--- config.mk ---
export PLATFORM = sky130hd
export DESIGN_NAME = rf_access_arbiter
export DESIGN_NICKNAME = d
export VERILOG_FILES = /design/src/rtl/mat_pkg.sv /design/src/rtl/beat_counter.sv /design/src/rtl/rf_access_arbiter.sv
export SDC_FILE = /design/constraint.sdc
export NUM_CORES = 1
export LEC_CHECK = 0
export BUFFER_PORTS_ARGS = -buffer_cell sky130_fd_sc_hd__buf_2
export CAP_MARGIN = 20
export CORE_UTILIZATION = 45
export CTS_BUF_LIST = sky130_fd_sc_hd__clkbuf_8 sky130_fd_sc_hd__clkbuf_16
export CTS_CLUSTER_SIZE = 40
export DETAILED_ROUTE_END_ITERATION = 10
export PLACE_DENSITY_LB_ADDON = 0.15
export SETUP_SLACK_MARGIN = 0.02
export SYNTH_ARGS = -nofsm -noshare
export SYNTH_HDL_FRONTEND = slang
export SYNTH_SLANG_ARGS = --single-unit
export TNS_END_PERCENT = 20
--- constraint.sdc ---
create_clock -name clk -period 2 [get_ports clk]
set_input_delay 0 -clock clk [delete_from_list [all_inputs] [get_ports clk]]
set_output_delay 0 -clock clk [all_outputs]
set_load 0.02 [all_outputs]
--- src/rtl/mat_pkg.sv ---
// Shared types and constants for the matrix register-file access path.
package mat_pkg;

  typedef enum logic [1:0] {
    IDLE,
    GNT_RD,
    GNT_WR,
    DONE
  } arb_state_t;

  typedef enum logic {
    REQ_RD,
    REQ_WR
  } requester_t;

  localparam logic [2:0] REG_NONE = 3'd0;

endpackage

--- src/rtl/beat_counter.sv ---
// Burst beat counter: clears on request, counts when enabled, wraps after the last beat.
module beat_counter #(
  parameter int unsigned BEATS = 9,
  localparam int unsigned IDX_W = $clog2(BEATS)
) (
  input  logic             clk,
  input  logic             nrst,
  input  logic             clr_i,
  input  logic             en_i,
  output logic [IDX_W-1:0] count_o,
  output logic             last_o
);

  logic [IDX_W-1:0] count_q, count_d;

  assign last_o = (count_q == IDX_W'(BEATS - 1));

  always_comb begin
    count_d = count_q;
    if (clr_i) begin
      count_d = '0;
    end else if (en_i) begin
      count_d = last_o ? '0 : count_q + 1'b1;
    end
  end

  always_ff @(posedge clk or negedge nrst) begin
    if (!nrst) begin
      count_q <= '0;
    end else begin
      count_q <= count_d;
    end
  end

  assign count_o = count_q;

endmodule

--- src/rtl/rf_access_arbiter.sv ---
// Grants the single-port matrix register file to RD or WR for BEATS-element bursts.
// Tie policy: round-robin, or fixed WR priority when RF_ARB_WR_PRIORITY_EN is defined.
module rf_access_arbiter
  import mat_pkg::*;
#(
  parameter int unsigned BEATS = 9,
  localparam int unsigned IDX_W = $clog2(BEATS)
) (
  input  logic             clk,
  input  logic             nrst,
  input  logic             rd_req,
  input  logic [2:0]       rd_reg,
  input  logic             wr_req,
  input  logic [2:0]       wr_reg,
  output logic             rd_gnt,
  output logic             wr_gnt,
  output logic [2:0]       rf_sel,
  output logic [IDX_W-1:0] rf_idx,
  output logic             rf_we,
  output logic             rd_done,
  output logic             wr_done,
  output logic             req_err,
  output logic             busy
);

  arb_state_t state_q, state_d;
  requester_t last_q, last_d;
  logic [2:0] sel_q, sel_d;
  logic       err_q, err_d;

  logic             rd_ok, wr_ok, tie_rd;
  logic             cnt_en, cnt_last;
  logic [IDX_W-1:0] cnt;

  assign rd_ok = rd_req && (rd_reg != REG_NONE);
  assign wr_ok = wr_req && (wr_reg != REG_NONE);

`ifdef RF_ARB_WR_PRIORITY_EN
  assign tie_rd = 1'b0;
`else
  assign tie_rd = (last_q == REQ_WR);
`endif

  // Counting only while the owner keeps its request up; any other state clears.
  assign cnt_en = ((state_q == GNT_RD) && rd_req) || ((state_q == GNT_WR) && wr_req);

  beat_counter #(
    .BEATS (BEATS)
  ) u_beat_counter (
    .clk     (clk),
    .nrst    (nrst),
    .clr_i   (!cnt_en),
    .en_i    (cnt_en),
    .count_o (cnt),
    .last_o  (cnt_last)
  );

  always_comb begin
    state_d = state_q;
    last_d  = last_q;
    sel_d   = sel_q;
    err_d   = 1'b0;
    unique case (state_q)
      IDLE: begin
        err_d = (rd_req && (rd_reg == REG_NONE)) || (wr_req && (wr_reg == REG_NONE));
        if (rd_ok && (!wr_ok || tie_rd)) begin
          state_d = GNT_RD;
          last_d  = REQ_RD;
          sel_d   = rd_reg;
        end else if (wr_ok) begin
          state_d = GNT_WR;
          last_d  = REQ_WR;
          sel_d   = wr_reg;
        end
      end
      GNT_RD: begin
        if (!rd_req)       state_d = IDLE;
        else if (cnt_last) state_d = DONE;
      end
      GNT_WR: begin
        if (!wr_req)       state_d = IDLE;
        else if (cnt_last) state_d = DONE;
      end
      DONE:    state_d = IDLE;
      default: state_d = IDLE;
    endcase
  end

  always_ff @(posedge clk or negedge nrst) begin
    if (!nrst) begin
      state_q <= IDLE;
      last_q  <= REQ_WR;
      sel_q   <= REG_NONE;
      err_q   <= 1'b0;
    end else begin
      state_q <= state_d;
      last_q  <= last_d;
      sel_q   <= sel_d;
      err_q   <= err_d;
    end
  end

  // last_q names the burst owner while in DONE.
  assign rd_gnt  = (state_q == GNT_RD);
  assign wr_gnt  = (state_q == GNT_WR);
  assign rf_we   = (state_q == GNT_WR);
  assign rf_sel  = sel_q;
  assign rf_idx  = cnt;
  assign rd_done = (state_q == DONE) && (last_q == REQ_RD);
  assign wr_done = (state_q == DONE) && (last_q == REQ_WR);
  assign req_err = err_q;
  assign busy    = (state_q != IDLE);

endmodule

==> impl_metrics.json <==
{
  "num_vias": 513,
  "post_cts_resized": 0,
  "wl_per_cell_um": 11.8,
  "fmax_ghz": 0.745,
  "grt.total_usage": 0.188,
  "die_area_mm2": 0.00154,
  "drv_cap": 0,
  "cts.path.max_buffers": 2,
  "viasPerCell": 5.03,
  "overflow": 0,
  "cts_sinks": 11,
  "finalSetupViolCount": 0,
  "utilization": 0.616,
  "ios": 24,
  "cts_tree": "built",
  "netlist_area_um2": 624,
  "syn_inst": 61,
  "arrival_ps": 1500,
  "antenna_found_initial": 0,
  "yosysTopAreaCell": "dfrtp_1",
  "failed_checks": "DRC",
  "root_buffer": "clkbuf_8",
  "grt_pass1_vias": 455,
  "ys_seq_area_frac": 0.443,
  "fp-row-count": 13,
  "antenna_left": 0,
  "multi_input_area_um2": 324,
  "first_iter_violations": 3,
  "drive_gt1_frac": 0.391,
  "ys_ff_latch": 11,
  "maxSlewHeadroom": 0.788,
  "tightest_slew_ps": 318,
  "die_y_um": 39.3,
  "slew_viol_final": 0,
  "grt_pass1_wl_um": 1880,
  "drc_errors": 1,
  "routed_wl_um": 1200,
  "cellLeakagePower_nw": 0.382,
  "fin_skew_ps": 7.25,
  "fin_tns_setup_ps": 0,
  "core_area_mm2": 0.00130,
  "synthToLayoutAreaGrowth_pct": 28.5,
  "outcome": "complete, but fails checks",
  "worstSetupEndpointType": "register",
  "synthTopCellsByArea": "dfrtp_1 40%, o31ai_4 6.8%, nor2_1 4.8%",
  "holdWs_ps": 59.2,
  "ys_warn_count": 0,
  "cts-buffers-inserted": 3,
  "final_nets": 100,
  "max-vdd-ir-drop_v": 0.000466,
  "seq_area_um2": 277,
  "yosysUniqueCellTypes": 29,
  "synth_nets": 73,
  "clkLatencyLatePin_ps": 240,
  "clkSlewWorstSetupHoldPaths_ps": 60,
  "initial_core_util": 0.480,
  "port_buffers": 23,
  "crit_fanout": 7,
  "synth_top_area_share": 0.401,
  "diodes": 0,
  "avgSynthCellArea_um2": 10.2,
  "cts_max_level": 1,
  "post_cts_buffers": 0,
  "power_density_mw_per_mm2": 1320,
  "setup_ws_ps": 657,
  "grt_max_degree": 12,
  "start_kind": "register",
  "hold_viol": 0,
  "drtPass1Iterations": 6,
  "hpwl_um": 954,
  "n_fill_cell": 122,
  "gp_congestion": 0.740,
  "hp-class": "in -> reg",
  "fin_crit_ps": 1340,
  "die_x_um": 39.3,
  "crit_type": "reg -> reg",
  "crit_required_ps": 2150,
  "rsz0062_at_grt": "false",
  "power_w": 0.00106,
  "period_share": 0.671,
  "dp_slack_ps": 656
}
path summary, 6_finish.rpt:
kind | endpoint | start | slack [ps] | cells after the start
worst max-delay path | rf_sel[0]$_DFFE_PN0P_ | state_q[1]$_DFFE_PN0P_ | 660 | 4
worst min-delay path | rf_sel[2]$_DFFE_PN0P_ | wr_reg[2] | 60 | 3
worst max register to register | rf_sel[0]$_DFFE_PN0P_ | state_q[1]$_DFFE_PN0P_ | 660 | 4
worst min register to register | u_beat_counter.count_o[0]$_DFF_PN0_ | u_beat_counter.count_o[0]$_DFF_PN0_ | 510 | 1
max in group asynchronous | last_q$_DFFE_PN1P_ | nrst | 1580 | 2
min in group asynchronous | req_err$_DFF_PN0_ | nrst | 170 | 2
metal layers:
metal / global-route usage / up-vias / part of all wire
met4: 0.0517 / 0 / 0
met5: 0 / - / 0
li1: - / 266 / -
met3: 0.0511 / 0 / 0.039
met2: 0.329 / 16 / 0.51
met1: 0.223 / 231 / 0.45
cell usage in the layout (no fill, tap or decap), types with 2 or more instances in the layout:
master    instances
buf_2            23
dfrtp_1          10
nor2_1            8
nand2b_1          4
o211ai_1          4
nand3b_1          3
nand2_1           3
a31oi_1           3
clkbuf_8          3
inv_1             2
nor3_1            2
o31ai_4           2
ha_1              2
cell usage after synthesis:
library cell  number
or2_0              1
a22oi_1            1
nor3_1             2
inv_1              2
and2_1             1
nor2_1             8
nand2_1            3
o21ba_2            1
nand2b_1           4
xor2_1             1
o31ai_4            2
and2b_1            1
inv_2              1
xnor2_1            1
and3_1             1
a31oi_1            3
o211ai_1           4
o31ai_1            1
nand3_1            1
nand3b_1           3
a21oi_2            1
nor2b_1            1
buf_4              1
o21ai_0            1
ha_1               2
dfrtp_1           10
o221ai_2           1
clkbuf_2           1
dfstp_2            1
worst max-delay path, cell delays in order, from the launching register on:
cell and delay (ps):
dfrtp_1 420, or2_0 340, a21oi_2 290, nor2_1 70, a31oi_1 130
through the flow:
stage                     instances  area [um2]
final                           102         802
after global routing            102         802
after CTS                       102         802
after detailed placement         97         746
after global placement           97         746
after floorplan                  61         624
state kept, by name, indices dropped and copies added (netlist names):
register / flops
last_q: 1
req_err: 1
rf_sel: 3
state_q: 2
u_beat_counter.count_o: 4
cell type report:
type                       count  area share
clock inverter                 1     0.00624
tap                           15      0.0234
inverter                       3      0.0140
timing repair buffer          24       0.156
multi-input combinational     45       0.404
clock buffer                   3      0.0515
sequential                    11       0.345
cell families after synthesis:
kind of cell / count (synthesis) / synth area share
AOI/OAI and AO/OA: 15 / 0.232
and+or+nand+nor: 26 / 0.218
buffers and inverters: 5 / 0.0381
adders and majority gates: 2 / 0.0401
DFF: 11 / 0.443
xor gates and xnor gates: 2 / 0.0281
power by group:
part	total [W]	internal [W]	leakage, nW	switching [W]
sequential	0.000381	0.000305	0.138	0.0000760
clock	0.000220	0.000137	0.0255	0.0000837
combinational	0.000458	0.000174	0.218	0.000284
total	0.00106	0.000616	0.382	0.000444
timing repair:
item,CTS,global route
setup endpoints to repair,0,0
hold buffers,1,0
endpoints found under the hold margin,11,0
No activity file was read; power rests on OpenSTA's default activity.
